[src/rtl/prog_feeder_pkg.sv]
// prog_feeder_pkg: shared state type, core opcodes and idle word for the program feeder
package prog_feeder_pkg;
  typedef enum logic [1:0] {LOAD, RUN, DONE} state_t;
  localparam logic [3:0] OP_LOAD  = 4'h1;
  localparam logic [3:0] OP_STORE = 4'h2;
  localparam logic [3:0] OP_ADD   = 4'h3;
  localparam logic [3:0] OP_SUB   = 4'h4;
  localparam logic [3:0] OP_AND   = 4'h5;
  localparam logic [3:0] OP_OR    = 4'h6;
  localparam logic [3:0] OP_JUMP  = 4'h7;
  localparam logic [7:0] IDLE_INSTR_DEF = 8'h20;
endpackage

[src/rtl/prog_feeder_mem.sv]
// prog_feeder_mem: instruction and operand arrays, one write port and one registered read port
module prog_feeder_mem #(
  parameter int DEPTH = 256,
  parameter int AW = 8
) (
  input  logic          clk,
  input  logic          we,
  input  logic [AW-1:0] waddr,
  input  logic [7:0]    wr_instr,
  input  logic [7:0]    wr_data,
  input  logic [AW-1:0] raddr,
  output logic [7:0]    rd_instr,
  output logic [7:0]    rd_data
);
  logic [7:0] imem [DEPTH];
  logic [7:0] dmem [DEPTH];
  // no reset on the arrays or read registers so they stay block-RAM shaped
  always_ff @(posedge clk) begin
    if (we) begin
      imem[waddr] <= wr_instr;
      dmem[waddr] <= wr_data;
    end
    rd_instr <= imem[raddr];
    rd_data <= dmem[raddr];
  end
endmodule

[src/rtl/prog_feeder.sv]
// prog_feeder: holds the host-loaded program and feeds the core's fetch port while a run is active
module prog_feeder
  import prog_feeder_pkg::*;
#(
  parameter int          DEPTH       = 256,
  parameter int          AW          = $clog2(DEPTH),
  parameter logic [7:0]  IDLE_INSTR  = IDLE_INSTR_DEF,
  parameter int          STALL_LIMIT = 16,
  parameter logic [15:0] MAX_CYCLES  = 16'hFFFF
) (
  input  logic          clk,
  input  logic          reset,
  input  logic          ld_valid,
  output logic          ld_ready,
  input  logic [AW-1:0] ld_addr,
  input  logic [7:0]    ld_instr,
  input  logic [7:0]    ld_data,
  input  logic          start,
  input  logic          stop,
  input  logic          clear,
  input  logic [7:0]    pc,
  output logic [7:0]    instruction,
  output logic [7:0]    data_in,
  output logic          running,
  output logic          done,
  output logic          stalled,
  output logic          timeout,
  output logic          oob,
  output logic [15:0]   cycle_count
);
  localparam int SW = $clog2(STALL_LIMIT + 1);
  state_t state, state_nxt;
  logic [7:0] prev_pc, mem_instr, mem_data;
  logic [SW-1:0] stall_cnt, stall_nxt;
  logic [15:0] cc_nxt;
  logic fetch_valid, hit_oob, hit_stall, hit_time, run_exit, enter_run, wr_en;
  prog_feeder_mem #(.DEPTH(DEPTH), .AW(AW)) u_mem (
    .clk(clk),
    .we(wr_en),
    .waddr(ld_addr),
    .wr_instr(ld_instr),
    .wr_data(ld_data),
    .raddr(pc[AW-1:0]),
    .rd_instr(mem_instr),
    .rd_data(mem_data)
  );
  // run-exit detection, evaluated against the pc presented this cycle
  always_comb begin
    hit_oob = 32'(pc) >= DEPTH;
    stall_nxt = (pc != prev_pc) ? '0 : (&stall_cnt ? stall_cnt : stall_cnt + 1'b1);
    hit_stall = 32'(stall_nxt) >= STALL_LIMIT;
    cc_nxt = cycle_count + 16'd1;
    hit_time = cc_nxt >= MAX_CYCLES;
    run_exit = (state == RUN) && (stop || hit_oob || hit_stall || hit_time);
    enter_run = (state != RUN) && start;
    wr_en = ld_valid && ld_ready && (32'(ld_addr) < DEPTH);
  end
  // state register
  always_ff @(posedge clk or negedge reset) begin
    if (!reset) state <= LOAD;
    else state <= state_nxt;
  end
  // next state: start wins over clear in DONE, run ends on any exit condition
  always_comb begin
    state_nxt = (state == LOAD) ? (start ? RUN : LOAD) :
                (state == RUN)  ? (run_exit ? DONE : RUN) :
                start ? RUN : (clear ? LOAD : DONE);
  end
  // outputs: fetched word is shown only while a fetch from a live run is held
  always_comb begin
    ld_ready = state == LOAD;
    running = state == RUN;
    done = state == DONE;
    instruction = fetch_valid ? mem_instr : IDLE_INSTR;
    data_in = fetch_valid ? mem_data : 8'd0;
  end
  // run bookkeeping: stall tracking, cycle budget and the single end-of-run flag
  always_ff @(posedge clk or negedge reset) begin
    if (!reset) begin
      fetch_valid <= 1'b0;
      prev_pc <= 8'd0;
      stall_cnt <= '0;
      cycle_count <= 16'd0;
      stalled <= 1'b0;
      timeout <= 1'b0;
      oob <= 1'b0;
    end else begin
      fetch_valid <= (state == RUN) && !run_exit;
      if (enter_run) begin
        prev_pc <= pc;
        stall_cnt <= '0;
        cycle_count <= 16'd0;
        stalled <= 1'b0;
        timeout <= 1'b0;
        oob <= 1'b0;
      end else if (state == RUN) begin
        prev_pc <= pc;
        stall_cnt <= stall_nxt;
        cycle_count <= cc_nxt;
        oob <= !stop && hit_oob;
        stalled <= !stop && !hit_oob && hit_stall;
        timeout <= !stop && !hit_oob && !hit_stall && hit_time;
      end
    end
  end
endmodule

[config.mk]
export PLATFORM = sky130hd
export DESIGN_NAME = prog_feeder
export DESIGN_NICKNAME = d
export VERILOG_FILES = /design/src/rtl/prog_feeder_pkg.sv /design/src/rtl/prog_feeder_mem.sv /design/src/rtl/prog_feeder.sv
export SDC_FILE = /design/constraint.sdc
export NUM_CORES = 2
export LEC_CHECK = 0
export BUFFER_PORTS_ARGS = -buffer_cell sky130_fd_sc_hd__buf_4
export CORE_UTILIZATION = 55
export DETAILED_ROUTE_END_ITERATION = 6
export PLACE_DENSITY_LB_ADDON = 0.08
export SLEW_MARGIN = 20
export SYNTH_ARGS = -nofsm -noshare
export SYNTH_HDL_FRONTEND = slang
export SYNTH_HIERARCHICAL = 1
export SYNTH_SLANG_ARGS = --single-unit
[constraint.sdc]
create_clock -name clk -period 2.45 [get_ports clk]
set_input_delay 0.49 -clock clk [delete_from_list [all_inputs] [get_ports clk]]
set_output_delay 0.49 -clock clk [all_outputs]
set_load 0.05 [all_outputs]
==> flow_metrics.env <==
export IMPL_synth_commonest_cells="4,096 x edfxtp_1, 827 x mux4_2, 495 x mux2i_1"
export IMPL_outcome="finished with violations"
export IMPL_yosysUniqueCellTypes=78
export IMPL_placed_area_mm2=0.178
export IMPL_cts_buffers=412
export IMPL_fp_dieW_um=543
export IMPL_grt_overflow=0
export IMPL_setup_slack_ns=-0.107
export IMPL_layout_drive_gt1_share=0.331
export IMPL_yosys_warnings=6
export IMPL_max_slew_margin_rel=0.207
export IMPL_crit_required_ns=3.34
export IMPL_syn_area_per_cell_um2=21.3
export IMPL_fp_dieH_um=543
export IMPL_worstHoldPathCells=1
export IMPL_grt_pass1_vias=84000
export IMPL_yosys_area_top_type="edfxtp_1"
export IMPL_cp_common_cell="buf_16"
export IMPL_async_reset_ff_frac=0.00820
export IMPL_ios=76
export IMPL_cp_num_cells=10
export IMPL_vias=84500
export IMPL_fin_area_mm2=0.192
export IMPL_total_power_mw=149
export IMPL_ir_drop_mv=0.622
export IMPL_power_leakage_nw=62.9
export IMPL_core_region_area_mm2=0.291
export IMPL_cts_tree="yes"
export IMPL_synth_area_mm2=0.161
export IMPL_start_kind="primary input"
export IMPL_dr_pass1_iters=6
export IMPL_min_period_over_period=1.04
export IMPL_drv_cap=0
export IMPL_cts_clk_slew_worst_paths_ns=0.06
export IMPL_synth_top_area_share=0.765
export IMPL_violations="setup timing"
export IMPL_final_max_slew_viol_count=0
export IMPL_fmax_ghz=0.391
export IMPL_track_usage=0.306
export IMPL_remaining_drc_errors=0
export IMPL_clockBufferDepth=4
export IMPL_r2r_cells=7
export IMPL_postSynthCellCount=7536
export IMPL_ant_nets=0
export IMPL_syn_to_final_growth_pct=19.7
export IMPL_whs_ns=0.0146
export IMPL_hold_path_class="in -> reg"
export IMPL_finalHoldViolations=0
export IMPL_htreeDepth=5
export IMPL_clock_skew_ns=0.0355
export IMPL_synth_nets=7577
export IMPL_cts_root_buf="clkbuf_16"
export IMPL_dr_first_iter_drc_count=10400
export IMPL_path_class="in -> reg"
export IMPL_dp_slack_ns=-2.03
export IMPL_clock_latency_ns=0.98
export IMPL_critPathMaxStageDelay_ns=0.55
export IMPL_antenna_found_initial=16
export IMPL_arrival_ns=3.45
export IMPL_synth_most_common_cell="edfxtp_1"
export IMPL_yosysSeqAreaShare=0.773
export IMPL_clock_sinks=4146
export IMPL_synthTopCellsByArea="edfxtp_1 77%, mux4_2 12%, mux2i_1 3.1%"
export IMPL_worst_pin_slew_ns=1.17
export IMPL_fin_crit_ns=2.56
export IMPL_setup_viol=20
export IMPL_path_max_fanout=46
export IMPL_initial_utilization=0.552
export IMPL_p_per_area_mw_per_mm2=776
export IMPL_slowest_stage="nor3_2"
export IMPL_critical_path_buf_inv_count=4
export IMPL_die_area_mm2=0.294
export IMPL_io_buffers=74
export IMPL_rsz0062_at_grt="yes"
export IMPL_gp_congestion=0.901
export IMPL_grt_max_degree=115
export IMPL_crit_family="simple AND/OR/NAND/NOR gates"
export IMPL_synth_edf_count=4096
export IMPL_cp_cell_sequence="buf_16 > buf_16 > buf_16 > mux2i_1 > o22ai_1 > a211oi_1 > buf_4 > nor3_2 > nand4_1 > nor3_1"
export IMPL_wl_um=448000
export IMPL_grt_pass1_wl_um=632000
export IMPL_finalSetupTns_ns=-0.908
export IMPL_wire_per_inst_um=34.1
export IMPL_num_rows=198
export IMPL_worstSetupEndpointType="register"
export IMPL_synth_flop_cell="edfxtp_1"
export IMPL_final_nets=8909
export IMPL_dp_final_hpwl_um=290000
export IMPL_via_per_inst=6.44
export IMPL_synth_ff_latch_count=4146
==> placed cells by master, fill, tap and decap left out, types with 37 or more instances in the layout <==
cell       Yosys  routed
a22o_1        52      51
nor2_1       296     129
clkbuf_1     202      82
edfxtp_1    4096    4096
buf_4         39     928
o22ai_1      168     157
o221ai_1     150     148
mux2i_1      495     495
buf_12        17     355
a21oi_1      127     125
clkinv_2       0      66
o21ai_0       93      76
mux4_2       827     828
nand2b_1      41      39
clkbuf_16      0     419
nor2_4         0      48
a22oi_1       88      86
clkinv_1       0     104
nor2_2         1     120
nor4_1        52      37
nor3_1        67      61
nand2_1      127     111
==> sequential cells by signal (all words and copies together) (netlist names) <==
register / flops
u_mem/dmem: 2048
prev_pc: 8
cycle_count: 16
u_mem/rd_data: 8
u_mem/rd_instr: 8
fetch_valid: 1
u_mem/imem: 2048
timeout: 1
state: 2
stalled: 1
stall_cnt: 5
==> worst paths after layout <==
| path | slack, ns | endpoint | from |
|---|---|---|---|
| worst max register to register | -0.08 | u_mem/rd_data[3] | u_mem/dmem[8][3] |
| max in group asynchronous | 1.26 | stall_cnt[2] | reset |
| min in group asynchronous | 0.46 | cycle_count[13] | reset |
| worst min register to register | 0.49 | prev_pc[4] | prev_pc[4] |
| worst max-delay path | -0.11 | u_mem/rd_data[5] | pc[0] |
| worst min-delay path | 0.01 | u_mem/dmem[25][2] | ld_data[2] |
==> cell families (layout without fill, tap and decap cells) <==
family,after synthesis,after routing,synth area share
adders and majority gates,3,3,0.000234
other,1,13,0.0000233
muxes,1332,1332,0.148
and+or+nand+nor,722,722,0.0214
buffers and inverters,463,2128,0.0187
DFF,4146,4146,0.773
xor gates and xnor gates,11,11,0.000600
AOI/OAI and AO/OA,858,858,0.0380
==> where the power goes <==
part	total [mW]	leakage [nW]	internal (mW)	switching, mW
logic	9.96	19.2	3.85	6.11
clock network	61.1	6.31	34.9	26.2
registers	78.2	37.4	78.1	0.120
==> through the flow <==
stage / util / std cells
3_3_place_gp: 0.612 / 12300
6_report: 0.662 / 13100
5_1_grt: 0.661 / 13100
3_5_place_dp: 0.612 / 12300
4_1_cts: 0.660 / 13100
2_1_floorplan: - / 7536
==> final cells by class <==
class,instances,area (µm²)
diodes,12,30.0
fillers,19100,98400
multi-input cells,2927,34900
repair buffers,1374,15500
clock inverters,242,2130
well taps,3900,4880
flip-flops and latches,4146,124000
inverters,7,36.3
clock buffers,505,10800
==> per-layer routing <==
| metal | routed length (µm) | global-route usage | vias to the layer above | part of all wire |
|---|---|---|---|---|
| met5 | 55 | 0 | - | 0.00012 |
| met4 | 18200 | 0.114 | 8 | 0.041 |
| met3 | 38500 | 0.0505 | 714 | 0.086 |
| met2 | 214000 | 0.482 | 3963 | 0.48 |
| met1 | 177000 | 0.435 | 45200 | 0.39 |
| li1 | - | - | 34600 | - |
==> worst reg2reg max path, cell delays in order, from the launching register on <==
cell	delay, ns
edfxtp_1	0.39
mux4_2	0.50
a221oi_4	0.37
o21ai_2	0.16
nor4_4	0.51
buf_4	0.22
a21oi_4	0.05
nor3b_2	0.18
==> timing repair <==
item,in CTS,in global routing
pin swaps,22,14
gates resized for setup,146,70
cloned,3,2
hold buffers,21,0
endpoints found under the setup margin,291,155
hold endpoints to repair,285,0
setup buffers,14,12
Power figures use the tool's default switching activity.
